--- config.mk ---
export PLATFORM = sky130hd
export DESIGN_NAME = vga_scan_reader
export DESIGN_NICKNAME = d
export VERILOG_FILES = /design/src/rtl/vga_scan_reader_pkg.sv /design/src/rtl/vga_timing_gen.sv /design/src/rtl/vga_scan_reader.sv
export SDC_FILE = /design/constraint.sdc
export NUM_CORES = 1
export LEC_CHECK = 0
export ABC_CLOCK_PERIOD_IN_PS = 4700
export BUFFER_PORTS_ARGS = -buffer_cell sky130_fd_sc_hd__buf_2
export CORE_MARGIN = 5
export CORE_UTILIZATION = 35
export CTS_CLUSTER_DIAMETER = 40
export DETAILED_ROUTE_END_ITERATION = 12
export PLACE_DENSITY_LB_ADDON = 0.15
export SETUP_SLACK_MARGIN = 0.05
export SLEW_MARGIN = 20
export SYNTH_ARGS = -nofsm -noshare
export SYNTH_HDL_FRONTEND = slang
export SYNTH_SLANG_ARGS = --single-unit
--- constraint.sdc ---
create_clock -name Clock -period 4.7 [get_ports Clock]
set_input_delay 0.94 -clock Clock [delete_from_list [all_inputs] [get_ports Clock]]
set_output_delay 0.94 -clock Clock [all_outputs]
set_load 0.005 [all_outputs]
--- src/rtl/vga_scan_reader_pkg.sv ---
// Shared definitions for the VGA framebuffer scan-out path.
// Holds the default 640x480@60 timing, the framebuffer geometry, the 3-bit
// colour codes written by the VGA opcode, and the raw per-pixel decode
// record passed from the timing generator to the output pipeline.
package vga_scan_reader_pkg;

  localparam int H_ACTIVE    = 640;
  localparam int H_FP        = 16;
  localparam int H_SYNC      = 96;
  localparam int H_BP        = 48;
  localparam int V_ACTIVE    = 480;
  localparam int V_FP        = 10;
  localparam int V_SYNC      = 2;
  localparam int V_BP        = 33;
  localparam int FB_COL_BITS = 9;
  localparam int FB_ROW_BITS = 8;

  localparam int H_TOTAL  = H_ACTIVE + H_FP + H_SYNC + H_BP;  // 800
  localparam int V_TOTAL  = V_ACTIVE + V_FP + V_SYNC + V_BP;  // 525
  // Sync windows are [start, end): hsync 656..751, vsync 490..491.
  localparam int HS_START = H_ACTIVE + H_FP;
  localparam int HS_END   = HS_START + H_SYNC;
  localparam int VS_START = V_ACTIVE + V_FP;
  localparam int VS_END   = VS_START + V_SYNC;

  // bit2 = R, bit1 = G, bit0 = B
  localparam logic [2:0] COLOR_BLACK   = 3'b000;
  localparam logic [2:0] COLOR_BLUE    = 3'b001;
  localparam logic [2:0] COLOR_GREEN   = 3'b010;
  localparam logic [2:0] COLOR_CYAN    = 3'b011;
  localparam logic [2:0] COLOR_RED     = 3'b100;
  localparam logic [2:0] COLOR_MAGENTA = 3'b101;
  localparam logic [2:0] COLOR_YELLOW  = 3'b110;
  localparam logic [2:0] COLOR_WHITE   = 3'b111;

  // Raw decode of the current counter position.
  typedef struct packed {
    logic visible;
    logic inwin;    // visible and inside the framebuffer
    logic hsync_n;
    logic vsync_n;
    logic origin;   // counters at (0,0)
  } scan_t;

  localparam scan_t SCAN_RST = '{visible: 1'b0, inwin: 1'b0, hsync_n: 1'b1,
                                 vsync_n: 1'b1, origin: 1'b0};

endpackage

--- src/rtl/vga_timing_gen.sv ---
// Pixel enable, horizontal/vertical counters and raw timing decode.
//   clk, rst  : system clock, async active-high reset
//   pe        : pixel enable, toggles every clk (first high after 1st edge)
//   fb_addr   : {vcount, hcount} truncated to the framebuffer geometry
//   raw       : visible / inwin / hsync_n / vsync_n / origin for the counters
// Assumes COLB and ROWB do not exceed the counter widths.
module vga_timing_gen
  import vga_scan_reader_pkg::*;
#(
  parameter int HACT = H_ACTIVE,
  parameter int HFP  = H_FP,
  parameter int HSW  = H_SYNC,
  parameter int HBP  = H_BP,
  parameter int VACT = V_ACTIVE,
  parameter int VFP  = V_FP,
  parameter int VSW  = V_SYNC,
  parameter int VBP  = V_BP,
  parameter int COLB = FB_COL_BITS,
  parameter int ROWB = FB_ROW_BITS
) (
  input  logic                 clk,
  input  logic                 rst,
  output logic                 pe,
  output logic [ROWB+COLB-1:0] fb_addr,
  output scan_t                raw
);

  localparam int HTOT = HACT + HFP + HSW + HBP;
  localparam int VTOT = VACT + VFP + VSW + VBP;
  localparam int HW   = $clog2(HTOT);
  localparam int VW   = $clog2(VTOT);
  localparam int HS0  = HACT + HFP;
  localparam int HS1  = HS0 + HSW;
  localparam int VS0  = VACT + VFP;
  localparam int VS1  = VS0 + VSW;
  localparam int FBC  = 1 << COLB;
  localparam int FBR  = 1 << ROWB;

  logic [HW-1:0] hcount;
  logic [VW-1:0] vcount;

  always_ff @(posedge clk or posedge rst)
    if (rst) pe <= 1'b0;
    else     pe <= ~pe;

  always_ff @(posedge clk or posedge rst)
    if (rst) begin
      hcount <= '0;
      vcount <= '0;
    end else if (pe) begin
      if (hcount == HW'(HTOT - 1)) begin
        hcount <= '0;
        vcount <= (vcount == VW'(VTOT - 1)) ? '0 : vcount + 1'b1;
      end else begin
        hcount <= hcount + 1'b1;
      end
    end

  always_comb begin
    raw         = SCAN_RST;
    raw.visible = (int'(hcount) < HACT) && (int'(vcount) < VACT);
    raw.inwin   = raw.visible && (int'(hcount) < FBC) && (int'(vcount) < FBR);
    raw.hsync_n = !((int'(hcount) >= HS0) && (int'(hcount) < HS1));
    raw.vsync_n = !((int'(vcount) >= VS0) && (int'(vcount) < VS1));
    raw.origin  = (hcount == '0) && (vcount == '0);
  end

  // Outside the window the address still follows the truncated counts.
  assign fb_addr = {vcount[ROWB-1:0], hcount[COLB-1:0]};

endmodule

--- src/rtl/vga_scan_reader.sv ---
// Framebuffer scan-out: drives the video RAM read address and the VGA pins.
//   Clock, Reset  : 50 MHz system clock, async active-high reset
//   oReadAddress  : registered {row, col} read address (updated on pe edges)
//   iReadData     : {R,G,B} from the RAM, valid one Clock after the address
//   oVGA_R/G/B    : pixel colour, black outside the framebuffer / blanking
//   oHSync/oVSync : active-low syncs, aligned with the colour
//   oActive       : displayed pixel is in the visible area
//   oFrameStart   : one-Clock pulse when pixel (0,0) is displayed
// Pipeline: stage 1 registers the address and raw decode on a pe edge, the
// RAM answers on the following (pe=0) edge, stage 2 drives the pins on the
// next pe edge -- every output lags the counters by 4 Clocks.
module vga_scan_reader
  import vga_scan_reader_pkg::*;
#(
  parameter int HACT = H_ACTIVE,
  parameter int HFP  = H_FP,
  parameter int HSW  = H_SYNC,
  parameter int HBP  = H_BP,
  parameter int VACT = V_ACTIVE,
  parameter int VFP  = V_FP,
  parameter int VSW  = V_SYNC,
  parameter int VBP  = V_BP,
  parameter int COLB = FB_COL_BITS,
  parameter int ROWB = FB_ROW_BITS
) (
  input  logic                 Clock,
  input  logic                 Reset,
  output logic [ROWB+COLB-1:0] oReadAddress,
  input  logic [2:0]           iReadData,
  output logic                 oVGA_R,
  output logic                 oVGA_G,
  output logic                 oVGA_B,
  output logic                 oHSync,
  output logic                 oVSync,
  output logic                 oActive,
  output logic                 oFrameStart
);

  localparam int STAGES = 2;

  logic                 pe;
  logic [ROWB+COLB-1:0] fb_addr;
  scan_t                raw, s1;
  logic [STAGES:1]      vld_pipe;  // [n]: stage n holds a real pixel

  vga_timing_gen #(
    .HACT(HACT), .HFP(HFP), .HSW(HSW), .HBP(HBP),
    .VACT(VACT), .VFP(VFP), .VSW(VSW), .VBP(VBP),
    .COLB(COLB), .ROWB(ROWB)
  ) u_tgen (
    .clk     (Clock),
    .rst     (Reset),
    .pe      (pe),
    .fb_addr (fb_addr),
    .raw     (raw)
  );

  always_ff @(posedge Clock or posedge Reset)
    if (Reset) begin
      oReadAddress               <= '0;
      s1                         <= SCAN_RST;
      vld_pipe                   <= '0;
      {oVGA_R, oVGA_G, oVGA_B}   <= COLOR_BLACK;
      oActive                    <= 1'b0;
      oHSync                     <= 1'b1;
      oVSync                     <= 1'b1;
      oFrameStart                <= 1'b0;
    end else begin
      oFrameStart <= 1'b0;
      if (pe) begin
        oReadAddress             <= fb_addr;
        s1                       <= raw;
        vld_pipe                 <= {vld_pipe[STAGES-1:1], 1'b1};
        {oVGA_R, oVGA_G, oVGA_B} <= s1.inwin ? iReadData : COLOR_BLACK;
        oActive                  <= s1.visible;
        oHSync                   <= s1.hsync_n;
        oVSync                   <= s1.vsync_n;
        // The (0,0) that comes straight out of reset is not a frame
        // boundary: only pulse once stage 2 has already shown a pixel.
        oFrameStart              <= s1.origin & vld_pipe[STAGES];
      end
    end

endmodule
==> results.env <==
RUN_STATUS='complete, no violations'
FIRSTDRTPASSITERS=4
FIN_SKEW_NS=0.00527
FINAL.MIN_CLOCK_PERIOD_NS=2.52
PLACE.PORT_BUFFERS=28
POSTROUTEWIRELENGTH_MM=4.50
CRITICAL_PATH_SOURCE_TYPE='register'
REG2REG_FROM='u_tgen.pe'
CLKSINKCOUNT=52
DRT_ITER0_MARKERS=72
TIGHTESTPINTRANSITION_NS=0.768
POWER_TOTAL_uW=770
GLOBALROUTEMET1UTIL_PCT=17.4
SYNTHESIZED_NETS=210
REQUIRED_NS=4.95
CTS_MAX_PATH_BUFFERS=2
TOTAL_OF_MAX_CAP_VIOLATIONS=0
SYNTH.AVG_CELL_AREA_SQ_UM=11.4
R2R_SETUP_SLACK_NS=2.18
PLACE.DETAILED.HPWL_MM=3.06
DIE-WIDTH_UM=91.0
POST_CTS_REPAIR_RESIZE_COUNT=0
POST_DRT_VIA_CELL_RATIO=5.00
TRITONCTS='built'
GLOBAL_ROUTE.PEAK_USAGE_LAYER='met1'
MAX_FREQ_MHz=397
WORST-SETUP-PATH-TYPE='register to register'
CLKTRANSATPATHREGS_NS=0.10
ANTENNA-DIODE-COUNT=0
UNREPAIRED_SETUP_ENDPOINTS_AFTER_GLOBAL_ROUTING='false'
NETLIST_INSTANCES=201
GP_ROUTABILITY_CONGESTION=0.768
SLEW_VIOL_FINAL=0
GRT_FIRST_PASS_WIRELENGTH_MM=7.72
MAX-SLEW-MARGIN-REL_PCT=48.3
POST-ROUTE-DRC-COUNT=0
NUMCTSBUFFERS=5
WORSTPATHMAXFANOUT=22
SYNTH_SEQUENTIAL_AREA_RATIO_PCT=57.0
CLK_ROOT_BUFFER_CELL='clkbuf_8'
WL_PER_CELL_UM=14.7
SYNTH_FF_TYPE='dfrtp_1'
GRT_ANTENNA_BEFORE_REPAIR=0
INSERTION_DELAY_NS=0.30
WORSTPATHARRIVAL_NS=2.76
FLOPS_LATCHES_SYNTH=52
SYNTH_CELL_AREA_SQ_UM=2290
GLOBALROUTEOVERFLOWTOTAL=0
WORSTREG2REGEND='u_tgen.vcount[4]'
FP.DIEH_UM=91.0
FINAL_ANTENNA_NET_COUNT=0
AREA_GROWTH_SYN_TO_LAYOUT_PCT=13.4
GRTUSAGEMET3_PCT=3.22
LAYOUT.CORE_UTILIZATION_PCT=41.0
SYNTH_ENABLE_FLOP_CELLS=0
LAYOUT_COMMONEST_CELL='dfrtp_1'
GRT_PASS1_VIAS=1523
HTREE_NUM_LEVELS=2
DRIVE_GT1_SHARE_PCT=30.1
SYNTH_WARN=0
DETAILROUTE.VIA_COUNT=1529
TIMING_HOLD_VIOLATIONS_FINAL=0
SYNTH_ASYNC_SR_FLOP_SHARE_PCT=100
SYNTHDISTINCTLIBCELLS=40
POWERDENSITY_nW_PER_UM2=296
LAYOUT_COMMON_CELLS='dfrtp_1, buf_2, mux2_2'
MIN_PERIOD_OVER_PERIOD_PCT=53.6
NNETSFINAL=237
ROWS=29
CORE_REGION_AREA_SQ_UM=6350
WORSTHOLDPATHTYPE='register to register'
TYPE_OF_ELEMENT_CAPTURING_THE_CRITICAL_PATH='register'
CTS_HOLD_REPAIR.BUFFERS=0
POSTCTSSETUPBUFFERS=0
TNS_NS=0
INITIAL_CORE_UTIL_PCT=36.1
TRACK_USAGE_PCT=11.5
NUM-FILL-CELLS=610
FLOORPLAN.IO_PINS=29
USE_MET2_PCT=15.7
TIMING.FINAL.SETUP_VIOLATIONS=0
LEAKAGE_uW=0.00117
FF2FF_PATH_DEPTH=5
FLOORPLAN.DIE_AREA_SQ_UM=8270
GRT_START_MAX_NET_PINS=53
WORST_IR_DROP_VDD_mV=0.157
CP-STARTPOINT='u_tgen.pe'
WORSTSETUPENDPOINT='u_tgen.vcount[4]'
## routing by layer
metal	up-vias	part of all wire (%)
li1	757	-
met1	733	52
met2	35	42
met3	4	5.0
met4	0	0.82
met5	-	0
## final cells by class
class,count,area [sq um],share of cell area (%)
inverters,13,48.8,1.88
clock inverters,3,42.5,1.64
well taps,77,96.3,3.70
multi-input cells,126,883,34.0
clock buffers,5,68.8,2.65
flip-flops and latches,52,1310,50.2
repair buffers,30,155,5.96
## synth_stat cells, types with 2 or more instances
cell       n  area, sq um
dfrtp_1   48         1200
mux2_2    21          236
nand3_1   16         80.1
inv_1     13         48.8
nand2_1   13         48.8
nor2_1    11         41.3
o21ai_0   10         50.1
nand4_1    6         37.5
xnor2_1    6         52.6
clkbuf_1   5         18.8
nor4_1     5         31.3
dfstp_2    4          105
ha_1       4         50.1
nor3_1     4         20.0
xor2_1     4         35.0
a21oi_1    3         15.0
a21o_1     2         15.0
and3_1     2         12.5
buf_6      2         22.5
nor4b_1    2         17.5
## cell families after synthesis
group | after synthesis | share of synthesized area [%]
fa+ha+maj | 4 | 2.18
xor+xnor | 10 | 3.82
buf+inv | 23 | 4.53
flops | 52 | 57.0
mux | 22 | 10.7
simple gates | 69 | 16.2
compound gates | 21 | 5.56
## metrics by stage
| step | hold slack (ns) | setup WS (ns) | instances | instance area [sq um] |
|---|---|---|---|---|
| floorplan | 0.431 | 2.51 | 201 | 2290 |
| global placement | 0.449 | 2.21 | 298 | 2490 |
| detailed placement | 0.453 | 2.18 | 298 | 2490 |
| CTS | 0.477 | 2.15 | 306 | 2600 |
| global route | 0.501 | 1.96 | 306 | 2600 |
| finish | 0.471 | 2.18 | 306 | 2600 |
## critical path, stage by stage (launching register included)
cell	delay, ns
dfrtp_1	0.75
buf_4	0.39
nand4_1	0.29
or3_4	0.45
or4b_1	0.50
nand2_1	0.07
## where the power goes
group	switching, uW	internal, uW
registers	0.572	448
clock network	149	158
logic	10.4	3.50
total	160	610
## how the worst min path moves through the flow
stage           startpoint          end  cells past startpoint
2_1_floorplan  vld_pipe[1]  vld_pipe[1]                      1
3_3_place_gp   vld_pipe[1]  vld_pipe[1]                      1
3_5_place_dp   vld_pipe[1]  vld_pipe[1]                      1
4_1_cts        vld_pipe[1]  vld_pipe[1]                      1
5_1_grt        vld_pipe[1]  vld_pipe[1]                      1
6_report       vld_pipe[1]  vld_pipe[1]                      1
## state kept, by name (all words and copies together), names as in the netlist, 2 cells and up
register / flops
s1: 5
u_tgen.vcount: 10
u_tgen.hcount: 10
vld_pipe: 2
oReadAddress: 17
Power figures use the tool's default switching activity.
